$ cat config.mk
export PLATFORM = sky130hd
export DESIGN_NAME = topic_bias_injector
export DESIGN_NICKNAME = d
export VERILOG_FILES = /design/src/rtl/topic_bias_injector.sv
export SDC_FILE = /design/constraint.sdc
export NUM_CORES = 1
export LEC_CHECK = 0
export BUFFER_PORTS_ARGS = -buffer_cell sky130_fd_sc_hd__buf_2
export CORE_MARGIN = 2
export CORE_UTILIZATION = 35
export CTS_BUF_LIST = sky130_fd_sc_hd__clkbuf_16
export CTS_CLUSTER_DIAMETER = 40
export DETAILED_ROUTE_END_ITERATION = 10
export MAX_ROUTING_LAYER = met4
export SLEW_MARGIN = 20
export SYNTH_ARGS = -nofsm -noshare
export SYNTH_HDL_FRONTEND = slang
export SYNTH_SLANG_ARGS = --single-unit
$ cat constraint.sdc
create_clock -name clk -period 2.2 [get_ports clk]
set_input_delay 0.44 -clock clk [delete_from_list [all_inputs] [get_ports clk]]
set_output_delay 0.44 -clock clk [all_outputs]
set_load 0.02 [all_outputs]
$ cat src/rtl/topic_bias_injector.sv
// Turns the settled topic result into a decaying score bias on one pair and
// adds that bias to the 6-pair score vector with a fixed 1-cycle latency.
module topic_bias_injector #(
    parameter int SCORE_W    = 8,
    parameter int BIAS_W     = 4,
    parameter int BIAS_GAIN  = 2,
    parameter int BIAS_MAX   = 15,
    parameter int DECAY_STEP = 2,
    parameter int STAB_THR   = 3
) (
    input  logic                 clk,
    input  logic                 rst,
    input  logic                 theta_tick,
    input  logic                 delta_tick,
    input  logic [2:0]           topic_winner,
    input  logic [2:0]           topic_strength,
    input  logic                 topic_valid,
    input  logic                 score_in_valid,
    input  logic [6*SCORE_W-1:0] score_in,
    output logic                 score_out_valid,
    output logic [6*SCORE_W-1:0] score_out,
    output logic [2:0]           bias_pair,
    output logic [BIAS_W-1:0]    bias_level,
    output logic                 bias_active,
    output logic [1:0]           fsm_state
);

    // Valid-only stream: score_in_valid qualifies score_in in the same cycle,
    // there is no ready; the path never stalls and score_out_valid follows 1 cycle later.

    localparam int PROD_W = 3 + $clog2(BIAS_GAIN + 1);

    typedef enum logic [1:0] {
        IDLE   = 2'd0,
        LATCH  = 2'd1,
        ACTIVE = 2'd2
    } state_t;

    state_t              state, state_nxt;
    logic [2:0]          pair_nxt;
    logic [BIAS_W-1:0]   level_nxt;
    logic [PROD_W-1:0]   prod;
    logic [BIAS_W-1:0]   level_load;
    logic [BIAS_W-1:0]   level_dec;
    logic                armed;
    logic [6*SCORE_W-1:0] biased;
    logic [SCORE_W:0]    sum;

    // Product is wide enough that strength*gain never wraps before the cap.
    assign prod       = PROD_W'(topic_strength) * PROD_W'(BIAS_GAIN);
    assign level_load = (int'(prod) > BIAS_MAX) ? BIAS_W'(BIAS_MAX) : BIAS_W'(prod);
    assign level_dec  = (int'(bias_level) > DECAY_STEP) ? bias_level - BIAS_W'(DECAY_STEP) : '0;
    assign armed      = topic_valid && (int'(topic_strength) >= STAB_THR) && (topic_winner <= 3'd5);

    assign bias_active = (state == ACTIVE);
    assign fsm_state   = state;

    always_comb begin
        state_nxt = state;
        pair_nxt  = bias_pair;
        level_nxt = bias_level;
        case (state)
            IDLE: begin
                if (delta_tick) state_nxt = LATCH;
            end
            LATCH: begin
                if (armed) begin
                    state_nxt = ACTIVE;
                    pair_nxt  = topic_winner;
                    level_nxt = level_load;
                end else begin
                    state_nxt = IDLE;
                    level_nxt = '0;
                end
            end
            ACTIVE: begin
                // delta_tick wins over a coincident theta_tick: reload, no decay
                if (delta_tick) begin
                    state_nxt = LATCH;
                end else if (theta_tick) begin
                    level_nxt = level_dec;
                    if (level_dec == '0) state_nxt = IDLE;
                end
            end
            default: state_nxt = IDLE;
        endcase
    end

    always_ff @(posedge clk) begin
        if (rst) begin
            state      <= IDLE;
            bias_pair  <= '0;
            bias_level <= '0;
        end else begin
            state      <= state_nxt;
            bias_pair  <= pair_nxt;
            bias_level <= level_nxt;
        end
    end

    always_comb begin
        biased = '0;
        sum    = '0;
        for (int p = 0; p < 6; p++) begin
            sum = {1'b0, score_in[p*SCORE_W +: SCORE_W]};
            if (bias_active && (bias_pair == 3'(p)))
                sum = sum + (SCORE_W+1)'(bias_level);
            biased[p*SCORE_W +: SCORE_W] = sum[SCORE_W] ? {SCORE_W{1'b1}} : sum[SCORE_W-1:0];
        end
    end

    always_ff @(posedge clk) begin
        if (rst) begin
            score_out_valid <= 1'b0;
            score_out       <= '0;
        end else begin
            score_out_valid <= score_in_valid;
            if (score_in_valid) score_out <= biased;
        end
    end

endmodule
Word level (Yosys, flattened, before mapping)
Index checks and enable logic that the tools add are counted.
{"block": "word_totals", "register_bits": 58, "in_bits": 60, "output_inout_bits": 59, "elab_cells": 67}
{"block": "op_classes", "add_sub_neg": 7, "order_cmp": 4, "n_eq_ne": 12, "mux": 24, "reduce_logical": 15}
{"operator": "$add A8 B4 Y9", "count": 6}
{"operator": "$mux W9", "count": 6}
{"operator": "$mux W8", "count": 6}
{"operator": "$mux W4", "count": 5}
{"operator": "$mux W2", "count": 5}
{"operator": "$logic_and A1 B1 Y1", "count": 8}
{"operator": "$pmux W4 S2", "count": 1}
{"operator": "$eq A3 B2 Y1 const B", "count": 2}
{"operator": "$eq A3 B3 Y1 const B", "count": 2}
{"operator": "$ne A2 B2 Y1 const B", "count": 3}
{"operator": "$pmux W2 S3", "count": 1}
{"operator": "$reduce_and A3 Y1", "count": 2}
{"operator": "$gt A4 B2 Y1 const B", "count": 1}
{"operator": "$gt A4 B4 Y1 const B", "count": 1}
{"operator": "$logic_not A4 Y1", "count": 1}
{"operator": "$sub A4 B2 Y4 const B", "count": 1}
{"operator": "$eq A3 B1 Y1 const B", "count": 1}
{"operator": "$ge A3 B2 Y1 const B", "count": 1}
{"operator": "$le A3 B3 Y1 const B", "count": 1}
{"operator": "$logic_not A3 Y1", "count": 1}
{"operator": "$ne A3 B2 Y1 const B", "count": 1}
{"operator": "$ne A3 B3 Y1 const B", "count": 1}
{"operator": "$eq A2 B1 Y1 const B", "count": 1}
{"operator": "$eq A2 B2 Y1 const B", "count": 1}
{"operator": "other kinds (3)", "count": 3}

Longest topological paths before layout
{"block": "logic_depth", "depth_word": 7, "mapped_depth": 6, "ltp_nobuf": 6}

Worst setup path before layout
No wires, ideal clock.
{"block": "synth_timing", "kind": "register to register", "startpoint": "register bias_level[1]", "endpoint": "register score_out[29]", "setup_ps": 91, "t_arrival_ps": 2101, "required_ps": 2109, "slack_ps": 8, "stages_incl_launch_ff": 6, "path_buffers": 0, "synth_period_minus_slack_ps": 2192, "cell_sequence": "dfxtp_1 -> ha_1 -> a211oi_1 -> o21bai_1 -> a31o_2 -> a311oi_1"}
{"block": "synth_via", "elab_chain_len": 3}
{"element": "from (decl)", "line": "23", "text": "output logic [BIAS_W-1:0] bias_level,"}
{"element": "from (signal assigned)", "line": "97", "text": "bias_level <= level_nxt;"}
{"element": "$add A8 B4 Y9", "line": "107", "text": "sum = sum + (SCORE_W+1)'(bias_level);"}
{"element": "$mux W9", "line": "106", "text": "if (bias_active && (bias_pair == 3'(p)))"}
{"element": "$mux W8", "line": "108", "text": "biased[p*SCORE_W +: SCORE_W] = sum[SCORE_W] ? {SCORE_W{1'b1}} : sum[SCORE_W-1:0];"}
{"element": "to (signal assigned)", "line": "118", "text": "if (score_in_valid) score_out <= biased;"}
{"element": "to (decl)", "line": "21", "text": "output logic [6*SCORE_W-1:0] score_out,"}
No other way between the ends.
A chain may end at the register's enable or synchronous reset.

Worst setup path in the final report
{"block": "layout_timing", "startpoint": "register bias_level[0]", "endpoint": "register score_out[7]"}
Same word-level chain as after synthesis.

==> summary.txt <==
Placement
  • Minimum setup slack after placement: -0.0639 ns
  • Routability Congestion: 0.904
  • Sum of net half-perimeters after detailed placement: 9.36 mm
  • Count of input and output buffers: 118

Global route
  • Total congestion overflow: 0
  • Initial antenna violation count: 0
  • First-pass GRT wire length: 19.0 mm
  • Via count of the first global-routing pass: 3,812
  • Total Routing Usage GR: 21.8%
  • Maximum number of pins on one net before global-route repair: 32

Synth
  • Main area contributors after synthesis: dfxtp_1, a311oi_1, ha_1
  • Syn. warnings: 0
  • Post-synthesis async set-or-reset flop share: 0%
  • Average instance area after synthesis: 8.31 um2
  • Cell area after synthesis: 3740 um2
  • Distinct cells, synth: 54
  • #FFs+latches synth: 58
  • Biggest area consumer among synthesized cells: dfxtp_1
  • Number of synthesized flops with an enable pin: 0
  • Most used flip-flop cell after synthesis: dfxtp_1
  • Mapped Cells: 450
  • Most common cell in the netlist: nor2_1
  • Cell types with the highest counts after synthesis: nor2_1, dfxtp_1, nand2_1, a311oi_1, ha_1
  • Net Count, Synth: 541
  • Portion of the post-synthesis area used by sequential elements: 31.0%
  • Top-area cell type share of the netlist area: 31.0%

CTS
  • Number of buffers created by CTS: 9
  • Worst-Skew Late Latency: 0.33 ns
  • Clock buffer depth: 2
  • Depth of the CTS H-tree: 3
  • TritonCTS clock tree: done
  • Register clock-pin slew on the reported worst setup and hold paths: 0.05 ns
  • Number of clock sinks seen by CTS: 58
  • Clock tree root driver cell: clkbuf_16
  • Hold buffers post-CTS: 0

Final layout
  • Area Overhead vs Synth: 34.7%
  • Final core occ: 48.6%
  • Number of nets at the end of the flow: 690
  • Number of diodes: 0
  • Register area: 1160 um2
  • Fill count: 1,038
  • Fraction of final layout cells with drive strength greater than 1: 30.8%
  • Area taken by multi-input logic gates: 2500 um2

Timing
  • Hold Vio Cnt, Final: 0
  • Worst Clk Skew: 0.00860 ns
  • F_max: 0.483 GHz
  • Final worst path period share: 94.1%
  • Max-slew violation count: 0
  • Fin crit period: 2.07 ns
  • RSZ-0062 raised after global routing: false
  • Hold Slack: 0.382 ns
  • Worst Slack Setup Final: 0.129 ns
  • Normalized max-slew margin: 71.4%
  • Aggregate negative setup slack: 0 ns
  • Setup violation total in the final timing report: 0
  • Measured slew at the worst slew-check pin: 0.426 ns

Setup path
  • Critical Path End Type: flop
  • Sort of element at the start of the critical path: flop
  • Depth of the most critical reg-to-reg path: 8
  • Peak fanout along the critical path: 7
  • CP Data Arrival Time: 2.27 ns
  • Data required time of the critical path: 2.40 ns
  • Type of the worst setup path: flop to flop

Floorplanning
  • DIE HEIGHT: 107 um
  • Count of standard-cell rows: 37
  • Initial standard-cell utilization of the core: 36.1%
  • Die outline area: 11,500 um2
  • Top-level I/O count: 119
  • Core Area: 10,400 um2
  • Horizontal die dimension: 107 um

Drt
  • Total wirelength of the detailed-routed design: 12.0 mm
  • DR WL/cell: 16.2 um
  • Number of remaining DRC errors: 0
  • Via/cell ratio: 5.49
  • Via Count: 4,062
  • Iteration-0 DRC count of the detailed router: 232
  • Number of detailed-route iterations in the first pass: 5
  • Residual antenna-violating net count after detailed routing: 0

Min path
  • Cell count of the worst hold path: 3
  • Worst hold path class: input pin to flop

Pwr
  • Total power: 3.06 mW
  • Peak VDD IR: 0.279 mV
  • Pwr dens: 607 nW/um2
  • Leakage power total: 2.38 nW

Job
  • Max-cap violations: 0

Run status
  • Status: finished, final reports clean
## through the flow
| stage | cells | instance area, um2 |
|---|---|---|
| 6_report | 740 | 5040 |
| 4_1_cts | 736 | 4960 |
| 5_1_grt | 740 | 5040 |
| 2_1_floorplan | 450 | 3740 |
| 3_3_place_gp | 720 | 4700 |
| 3_5_place_dp | 720 | 4700 |
## worst max-delay path, cell delays in order, from the launching register on
cell	delay, ns
dfxtp_1	0.31
buf_4	0.17
ha_1	0.21
fa_1	0.41
a21o_1	0.19
a21oi_1	0.23
o31a_1	0.17
buf_4	0.15
a311oi_1	0.09
## power by group
part	internal [mW]	switching (mW)
Combinational	0.281	0.402
Sequential	1.12	0.0481
Clock	0.737	0.469
## cell families after synthesis
kind of cell    after synthesis  synth area share (%)
buf+inv                      32                  3.31
simple gates                185                  24.1
mux                           5                  1.34
compound gates              129                  26.3
xor+xnor                     10                  2.34
fa+ha+maj                    31                  11.6
flops                        58                  31.0
## sequential cells by signal, indices dropped and copies added, names as in the netlist
register         count
fsm_state            2
bias_level           4
bias_pair            3
score_out           48
score_out_valid      1
## path summary, 6_finish.rpt
check                  startpoint            end  slack (ns)
hold / removal    topic_winner[1]   bias_pair[1]        0.38
hold reg to reg     score_out[10]  score_out[10]        0.48
setup reg to reg    bias_level[0]   score_out[7]        0.13
setup / recovery    bias_level[0]   score_out[7]        0.13
## what timing repair did
action,in CTS,in global routing
gates resized for setup,0,9
setup endpoints to repair,0,29
buffers inserted,0,4
## final cells by class
class	count	area share (%)
clock buffer	9	4.47
sequential	58	23.1
multi-input combinational	360	49.7
timing repair buffer	154	17.6
inverter	16	1.19
tap	136	3.38
clock inverter	7	0.596
## cells in the final DEF, fill, tap and decap left out, drive strengths merged, types with 4 or more instances in the layout
cell / Yosys / final
o31ai: 6 / 6
or4: 7 / 7
mux2i: 5 / 5
nand2: 51 / 51
o21a: 7 / 7
a311oi: 37 / 37
or3: 10 / 10
xnor2: 5 / 5
clkinv: 1 / 5
o21ai: 15 / 15
a211o: 9 / 9
nand3: 14 / 14
xor2: 5 / 5
inv: 15 / 18
dfxtp: 58 / 58
a21oi: 17 / 17
o31a: 4 / 4
nand2b: 4 / 4
clkbuf: 13 / 9
buf: 3 / 154
a211oi: 12 / 12
a21o: 5 / 5
nor2: 67 / 67
nor3: 6 / 6
ha: 25 / 25
nand3b: 4 / 4
fa: 6 / 6
or2: 5 / 5
## metal layers
layer	routed length (um)	share of wire, %	vias to the layer above	global-route usage (%)
met3	791	6.6	16	4.00
met2	5600	47	147	34.4
met1	5380	45	1904	28.0
met5	0	0	-	-
met4	225	1.9	0	7.78
li1	-	-	1995	-
(Power assumes the default switching activity.)
